### config.mk
export PLATFORM = sky130hd
export DESIGN_NAME = fetch_unit
export DESIGN_NICKNAME = d
export VERILOG_FILES = /design/src/rtl/fetch_pkg.sv /design/src/rtl/fetch_fifo.sv /design/src/rtl/fetch_unit.sv
export SDC_FILE = /design/constraint.sdc
export NUM_CORES = 1
export LEC_CHECK = 0
export CAP_MARGIN = 20
export CORE_MARGIN = 3
export CORE_UTILIZATION = 57
export CTS_CLUSTER_DIAMETER = 40
export DETAILED_ROUTE_END_ITERATION = 8
export PLACE_DENSITY = 0.86
export SKIP_CTS_REPAIR_TIMING = 1
export SLEW_MARGIN = 15
export SYNTH_ARGS = -nofsm -noshare
export SYNTH_HDL_FRONTEND = slang
export SYNTH_SLANG_ARGS = --single-unit
### constraint.sdc
create_clock -name clk -period 4.65 [get_ports clk]
set_input_delay 0.93 -clock clk [delete_from_list [all_inputs] [get_ports clk]]
set_output_delay 0.93 -clock clk [all_outputs]
set_load 0.03 [all_outputs]
### src/rtl/fetch_pkg.sv
// fetch_pkg: FSM state type and constants shared by the fetch stage.
package fetch_pkg;
  typedef enum logic [1:0] {IDLE, WAIT, DRAIN} fetch_state_t;
  localparam int INSTR_WIDTH = 32;
  localparam logic [31:0] PC_STEP = 32'd4;
endpackage

### src/rtl/fetch_fifo.sv
// fetch_fifo: synchronous {pc, instr} prefetch FIFO with flush and registered head.
module fetch_fifo #(
  parameter int DEPTH = 4,
  localparam int AW = $clog2(DEPTH)
) (
  input  logic          clk,
  input  logic          reset,
  input  logic          flush,
  input  logic          push,
  input  logic          pop,
  input  logic [63:0]   din,
  output logic [AW:0]   count,
  output logic          valid,
  output logic [63:0]   dout
);
  logic [63:0] mem [DEPTH];
  logic [AW-1:0] wr, rd;
  logic do_push, do_pop;
  assign valid = count != '0;
  assign dout = mem[rd];
  assign do_pop = pop && valid;
  assign do_push = push && (count != (AW+1)'(DEPTH) || do_pop);
  always_ff @(posedge clk) begin
    if (reset) begin
      wr <= '0;
      rd <= '0;
      count <= '0;
      for (int i = 0; i < DEPTH; i++) mem[i] <= '0;
    end else if (flush) begin
      wr <= '0;
      rd <= '0;
      count <= '0;
    end else begin
      if (do_push) mem[wr] <= din;
      wr <= wr + AW'(do_push);
      rd <= rd + AW'(do_pop);
      count <= count + (AW+1)'(do_push) - (AW+1)'(do_pop);
    end
  end
endmodule

### src/rtl/fetch_unit.sv
// fetch_unit: sequential instruction prefetch into a small FIFO with branch redirect.
// Defining FETCH_MISALIGN_CHECK_EN adds a sticky fetch_misaligned flag for unaligned redirect targets.
module fetch_unit
  import fetch_pkg::*;
#(
  parameter logic [31:0] BOOT_ADDRESS = 32'h0000_0000,
  parameter int          FIFO_DEPTH   = 4
) (
  input  logic                   clk,
  input  logic                   reset,
  output logic                   mem_req,
  output logic [31:0]            mem_addr,
  input  logic                   mem_ack,
  input  logic [INSTR_WIDTH-1:0] mem_rdata,
  input  logic                   redirect_valid,
  input  logic [31:0]            redirect_addr,
`ifdef FETCH_MISALIGN_CHECK_EN
  output logic                   fetch_misaligned,
`endif
  output logic                   instr_valid,
  output logic [INSTR_WIDTH-1:0] instr_out,
  output logic [31:0]            instr_pc,
  input  logic                   instr_ready
);
  localparam int CW = $clog2(FIFO_DEPTH) + 1;
  fetch_state_t state, state_n;
  logic [31:0] fetch_pc, pc_n, addr_n;
  logic req_n, push, room, room_after;
  logic [CW-1:0] count;
  logic [63:0] head;
  assign {instr_pc, instr_out} = head;
  assign room = int'(count) < FIFO_DEPTH;
  assign room_after = int'(count) + 1 < FIFO_DEPTH;
  fetch_fifo #(.DEPTH(FIFO_DEPTH)) u_fifo (
    .clk   (clk),
    .reset (reset),
    .flush (redirect_valid),
    .push  (push),
    .pop   (instr_valid && instr_ready),
    .din   ({mem_addr, mem_rdata}),
    .count (count),
    .valid (instr_valid),
    .dout  (head)
  );
  always_ff @(posedge clk) begin
    if (reset) begin
      state <= IDLE;
      fetch_pc <= BOOT_ADDRESS;
      mem_req <= 1'b0;
      mem_addr <= BOOT_ADDRESS;
    end else begin
      state <= state_n;
      fetch_pc <= pc_n;
      mem_req <= req_n;
      mem_addr <= addr_n;
    end
  end
  // A redirect always retargets fetch_pc; an ack in IDLE is stale and ignored.
  always_comb begin
    state_n = state;
    pc_n = redirect_valid ? (redirect_addr & ~32'h3) : fetch_pc;
    req_n = mem_req;
    addr_n = mem_addr;
    push = 1'b0;
    if (state == IDLE) begin
      if (!redirect_valid && room) begin
        state_n = WAIT;
        req_n = 1'b1;
        addr_n = fetch_pc;
      end
    end else if (mem_ack) begin
      if (state == WAIT && !redirect_valid) begin
        push = 1'b1;
        pc_n = mem_addr + PC_STEP;
        addr_n = mem_addr + PC_STEP;
        req_n = room_after;
        state_n = room_after ? WAIT : IDLE;
      end else begin
        state_n = IDLE;
        req_n = 1'b0;
      end
    end else if (redirect_valid) begin
      state_n = DRAIN;
    end
  end
`ifdef FETCH_MISALIGN_CHECK_EN
  always_ff @(posedge clk) begin
    if (reset) fetch_misaligned <= 1'b0;
    else if (redirect_valid && redirect_addr[1:0] != 2'b00) fetch_misaligned <= 1'b1;
  end
`endif
endmodule
==> results of run 1 <==
## through the flow
step	std cells	util, %	area (um2)	hold WS (ns)
final	1647	70.54	18490	0.4543
after global placement	1570	64.93	17020	0.4389
after detailed placement	1570	64.93	17020	0.4422
after floorplan	1171	-	15260	0.4294
after CTS	1647	70.54	18490	0.4502
after global routing	1647	70.54	18490	0.4725
## critical path, cell delays in order (launching register included)
cell and delay [ns]:
dfxtp_4 0.72, buf_12 0.38, mux4_2 0.55, clkdlybuf4s50_1 0.68
## flip-flops by register name (all words and copies together) (netlist names)
register and count:
u_fifo.mem 256, fetch_pc 32, mem_addr 32, u_fifo.count 3, state 2, u_fifo.rd 2, u_fifo.wr 2, mem_req 1
## area by class of cell
cell class	count	area, um2	share of cell area (%)
clock buffers	47	1101	5.956
clock inverters	30	370.4	2.003
flip-flops and latches	330	9176	49.64
repair buffers	177	1742	9.421
multi-input cells	722	5655	30.59
inverters	6	22.52	0.1218
well taps	335	419.2	2.267
## kinds of logic (layout without fill, tap and decap cells)
family / Yosys count / count (layout)
compound gates: 122 / 122
mux: 93 / 93
fa+ha+maj: 7 / 7
simple gates: 472 / 472
xor+xnor: 28 / 28
buf+inv: 119 / 260
flops: 330 / 330
## report_power, final
part | internal [mW] | switching (mW) | leakage, nW | total [mW]
Combinational | 0.248 | 0.350 | 2.79 | 0.598
Clock | 2.12 | 1.26 | 0.716 | 3.38
Sequential | 3.30 | 0.0918 | 3.25 | 3.39
Total | 5.66 | 1.70 | 6.76 | 7.37
## placed cells by master, fill, tap and decap left out, types with 4 or more instances in the layout
cell	n
o211ai_1	4
dfxtp_1	72
nand2_1	45
buf_4	12
edfxtp_1	256
xnor2_1	15
a21oi_1	44
inv_6	6
nor2_1	37
clkinv_1	7
or2_2	4
mux2_2	19
clkinv_4	6
nor3_1	11
o31ai_1	4
bufinv_16	7
and2_1	198
or3_1	11
nand4_1	14
clkbuf_16	43
a211oi_1	15
ha_1	6
nand3_1	32
and3_1	78
o21ai_0	26
nor4_1	5
or4_1	4
xor2_1	13
nor2b_1	4
mux4_2	64
mux2i_1	10
clkdlybuf4s50_1	162
nand3b_1	4
inv_1	5
a22oi_1	4
a31oi_1	11
## worst min path at each step
stage	startpoint	endpoint	slack [ns]	cells past startpoint
after floorplan	fetch_pc[30]	mem_addr[30]	0.43	2
after global placement	fetch_pc[30]	mem_addr[30]	0.44	2
after detailed placement	fetch_pc[1]	mem_addr[1]	0.44	2
after CTS	fetch_pc[1]	mem_addr[1]	0.45	2
after global routing	fetch_pc[0]	mem_addr[0]	0.47	2
final	fetch_pc[1]	mem_addr[1]	0.45	2
## synthesized netlist by cell type, drive strengths merged (2+ instances only)
cell and number:
nor3b 3, a32o 3, or4 5, a211oi 15
ha 6, buf 23, nor3 12, xnor2 15
o31ai 4, o211ai 4, and3 79, inv 6
nor4 8, o31a 2, edfxtp 256, dfxtp 74
nor2 40, or3 11, a21oi 44, mux2 19
nand4 15, clkbuf 90, a2bb2oi 2, nand2b 2
or2 7, a22oi 4, a22o 2, and2 198
nor2b 4, mux4 64, nand2 46, nand3b 4
mux2i 10, xor2 13, a31oi 11, nand3 33
o21ai 26
## metal layers
layer	track usage, %	vias to the layer above	wire length [um]
li1	-	4572	-
met3	4.356	84	2971
met4	8.926	0	897
met5	0	-	0
met1	35.04	5049	14770
met2	41.58	525	18000
==> results.json, run 1 <==
{
  "post_synth_fa_ha_maj_area_fraction_pct": 0.6233,
  "synth_compound_gate_area_share_pct": 4.912,
  "number_of_diodes_added_for_antenna_fixing": 0,
  "clkSinkCount": 330,
  "detail_route.vias_per_cell": 6.211,
  "vdd_drop_max_v": 0.0002853,
  "cts_tree": "yes",
  "ioPinCount": 167,
  "floorplan.rows": 59,
  "cts_max_path_buffers": 3,
  "initial_utilization_pct": 58.22,
  "post_synth_instance_area_um2": 15260,
  "post_synth_and_or_nand_nor_area_fraction_pct": 18.14,
  "post_synthesis_net_count": 1247,
  "netlist.top_cell.by_area": "edfxtp_1",
  "report.final.slew_viol_count": 0,
  "arrival_ns": 2.90,
  "regToRegStartpoint": "state[0]",
  "crit_end": "instr_pc[20]",
  "critical_path_required_ns": 3.72,
  "number_of_iterations_in_the_first_detailed_routing_pass": 6,
  "clk_root_buffer_cell": "clkbuf_16",
  "design_power_total_mw": 7.368,
  "critPathMaxFanout": 39,
  "synth_enable_flop_cells": 256,
  "fp.dieArea_um2": 28770,
  "place_congestion": 0.9027,
  "grt_remaining_overflow": 0,
  "placement.io_buffers": 164,
  "first_global_vias": 10370,
  "synth_top_family_by_area": "simple AND/OR/NAND/NOR gates",
  "cp-startpoint": "u_fifo.rd[0]",
  "yosysSeqAreaShare_pct": 60.10,
  "cts.clk_slew.worst_paths_ns": 0.06,
  "crit_path_start_kind": "flop",
  "route.antenna.remaining_nets": 0,
  "groute.usage.overall_pct": 25.48,
  "clock_insertion_delay_worst_skew_ns": 0.52,
  "maxCapViolations": 0,
  "dp_hpwl_mm": 20.37,
  "drt-initial-drc-count": 1116,
  "core_region_area_um2": 26210,
  "first_pass_grt_wire_length_mm": 57.38,
  "criticalPathCategory": "reg -> out",
  "synthXorXnorAreaFrac_pct": 1.607,
  "finalSetupViolations": 0,
  "finalHoldViolations": 0,
  "ys_dominant_reg_cell": "edfxtp_1",
  "synth.ff_latch_count": 330,
  "syn_inst": 1171,
  "power_leakage_nw": 6.757,
  "avgRoutedWirePerCell_um": 22.25,
  "worst_path_setup_slack_after_routing_ns": 0.8218,
  "tightest_slew_ns": 1.153,
  "synthDistinctLibCells": 55,
  "tritoncts.num_buffers": 42,
  "netlist_top_cells_area": "edfxtp_1 50%, dfxtp_1 9.7%, mux4_2 9.4%",
  "post_route_cells_drive_above_1_share_pct": 14.41,
  "die_h_um": 169.6,
  "synth.yosys.warnings": 0,
  "period_needed_ns": 3.828,
  "grt_max_degree": 92,
  "timing.clock.skew_ns": 0.01149,
  "setup.reg_to_reg.worst_slack_ns": 1.73,
  "postRouteWirelength_mm": 36.64,
  "fin_crit_sh_pct": 82.33,
  "drc": 0,
  "fmax_mhz": 261.2,
  "final.fill_count": 1705,
  "r2r_cells": 5,
  "grt_antenna_before_repair": 0,
  "area_growth_pct": 21.17,
  "ys_async_sr_fraction_pct": 0,
  "synth_mux_area_share_pct": 11.51,
  "slew_limit_headroom_pct": 22.57,
  "unrepaired_setup_endpoints_after_global_routing": "no",
  "setup_tns_ns": 0,
  "outcome": "completed",
  "htreeDepth": 2,
  "detailroute.via_count": 10230,
  "power.density_nw_per_um2": 398.6,
  "crit_path_end_kind": "output pin",
  "die_width_um": 169.6,
  "syn-mean-instance-area_um2": 13.03,
  "setup_ws_pre_cts_ns": 0.7361,
  "synth_top_area_share_pct": 50.39,
  "design.final.nets": 1355,
  "holdCritPathClass": "reg -> reg",
  "worstReg2RegEnd": "u_fifo.mem[3][21]"
}
No activity file was read; power rests on OpenSTA's default activity.
==> run 2: changes to the inputs <==
--- a/config.mk
+++ b/config.mk
@@ -7,10 +7,10 @@
 export LEC_CHECK = 0
 export CAP_MARGIN = 20
 export CORE_MARGIN = 3
-export CORE_UTILIZATION = 57
+export CORE_UTILIZATION = 51
 export CTS_CLUSTER_DIAMETER = 40
 export DETAILED_ROUTE_END_ITERATION = 8
-export PLACE_DENSITY = 0.86
+export PLACE_DENSITY = 0.81
 export SKIP_CTS_REPAIR_TIMING = 1
 export SLEW_MARGIN = 15
 export SYNTH_ARGS = -nofsm -noshare
==> constraint.sdc (replaced) <==
create_clock -name clk -period 3.15 [get_ports clk]
set_input_delay 0.63 -clock clk [delete_from_list [all_inputs] [get_ports clk]]
set_output_delay 0.63 -clock clk [all_outputs]
set_load 0.03 [all_outputs]
==> run 2 against run 1 <==
Non-clock buffer count increased by 32. First-iteration DRC count decreased by 5.0%. Clock power increased by 41%. Design area increased by 2.0%. Sequential share of layout area decreased by 0.96 points. Critical path type unchanged. Highest routed layer unchanged.
==> results.json, run 2 (same netlist as run 1, synthesis figures left out) <==
{
  "multi_input_comb_area_um2": 5655,
  "area_growth_pct": 23.56,
  "setup_tns_ns": 0,
  "cp_cell_sequence": "buf_4 > mux4_2 > clkdlybuf4s50_1",
  "maxCapViolations": 0,
  "crit_path_end_kind": "output pin",
  "final.fill_count": 2089,
  "power_leakage_nw": 6.921,
  "htreeDepth": 2,
  "fin_area_um2": 18850,
  "mostFrequentLayoutCells": "256 x edfxtp_1, 198 x and2_1, 162 x clkdlybuf4s50_1",
  "clkSinkCount": 330,
  "tightest_slew_ns": 0.9653,
  "critical_path_required_ns": 2.52,
  "clk_root_buffer_cell": "clkbuf_16",
  "power.density_nw_per_um2": 567.6,
  "number_of_iterations_in_the_first_detailed_routing_pass": 5,
  "biggestRegsByFlops": "u_fifo.mem (256), fetch_pc (32), mem_addr (32)",
  "cts.clk_slew.worst_paths_ns": 0.05,
  "floorplan.rows": 62,
  "die_h_um": 179.0,
  "first_global_vias": 10380,
  "final_common_cell": "edfxtp_1",
  "grt_max_degree": 92,
  "outcome": "completed",
  "design.final.nets": 1387,
  "holdCritPathClass": "reg -> reg",
  "placement.io_buffers": 164,
  "period_needed_ns": 3.047,
  "first_pass_grt_wire_length_mm": 57.93,
  "placement.cell_area_um2": 17440,
  "grt_antenna_before_repair": 0,
  "area.sequential_um2": 9176,
  "die_width_um": 179.0,
  "slowest_delay_ns": 0.62,
  "drc": 0,
  "report.final.slew_viol_count": 0,
  "grt_remaining_overflow": 0,
  "number_of_diodes_added_for_antenna_fixing": 0,
  "place_congestion": 0.9006,
  "detailroute.via_count": 10280,
  "worst_path_setup_slack_after_routing_ns": 0.1029,
  "arrival_ns": 2.42,
  "fin_crit_sh_pct": 96.73,
  "largest_register_ff_count": 256,
  "finalHoldViolations": 0,
  "vdd_drop_max_v": 0.0003641,
  "timing.clock.skew_ns": 0.01876,
  "post_route_cells_drive_above_1_share_pct": 16.21,
  "cts_max_path_buffers": 3,
  "crit_path_start_kind": "flop",
  "unrepaired_setup_endpoints_after_global_routing": "no",
  "finalSetupViolations": 0,
  "slew_limit_headroom_pct": 35.65,
  "tritoncts.num_buffers": 42,
  "setup_ws_pre_cts_ns": 0.1228,
  "dp_hpwl_mm": 22.62,
  "criticalPathCategory": "reg -> out",
  "route.antenna.remaining_nets": 0,
  "avgRoutedWirePerCell_um": 21.76,
  "postRouteWirelength_mm": 37.62,
  "ioPinCount": 167,
  "fp.dieArea_um2": 32030,
  "cts_tree": "yes",
  "drt-initial-drc-count": 1060,
  "worst_path_max_delay_cell": "clkdlybuf4s50_1",
  "fmax_mhz": 328.2,
  "core_region_area_um2": 29090,
  "detail_route.vias_per_cell": 5.945,
  "groute.usage.overall_pct": 23.44,
  "clock_insertion_delay_worst_skew_ns": 0.52,
  "register_with_the_highest_flop_count": "u_fifo.mem",
  "initial_utilization_pct": 52.45,
  "critPathMaxFanout": 9
}
==> run 2: cell count changes in the layout (fill, tap and decap cells not counted), sizes merged <==
cell      change
buf          +32
bufinv        -3
clkbuf        +5
clkinv        -1
clkinvlp      +3
inv           -3
==> run 2: path summary, 6_finish.rpt <==
kind / slack, ns / depth (start not counted) / start / to
hold reg to reg: 0.46 / 2 / fetch_pc[0] / mem_addr[0]
setup reg to reg: 0.69 / 4 / mem_addr[11] / mem_addr[31]
setup / recovery: 0.10 / 3 / u_fifo.rd[0] / instr_pc[2]
hold / removal: 0.46 / 2 / fetch_pc[0] / mem_addr[0]
==> run 2: where the power goes <==
part / internal [mW] / switching, mW
clock: 2.95 / 1.82
sequential: 4.86 / 0.112
combinational: 0.405 / 0.549
total: 8.22 / 2.48
==> run 2: metal layers <==
metal / GRT usage [%] / share of wire (%) / up-vias
met5: 0 / 0 / -
met4: 5.487 / 1.9 / 0
met3: 4.341 / 8.1 / 65
met2: 39.61 / 50 / 457
met1: 31.73 / 41 / 5133
li1: - / - / 4624
==> run 2: critical path, delay by kind of cell (launching register included) <==
family                 cells  cell delay, ns
muxes                      1            0.55
DFF                        1            0.45
buffers and inverters      2            0.89
==> run 2: through the flow <==
step / power [mW] / instances / utilization, % / hold slack [ns]
finish: 10.70 / 1729 / 64.80 / 0.4587
global route: 11.01 / 1729 / 64.80 / 0.4699
CTS: 10.75 / 1729 / 64.80 / 0.4525
detailed placement: 6.013 / 1651 / 59.96 / 0.4448
global placement: 5.983 / 1651 / 59.96 / 0.4399
floorplan: 5.570 / 1171 / - / 0.4294
==> run 2: layout make-up <==
class	instances	share of cell area (%)
sequential	330	48.68
timing repair buffer	209	11.18
clock inverter	26	1.367
inverter	6	0.1195
multi-input combinational	722	30.00
clock buffer	52	6.113
tap	384	2.549
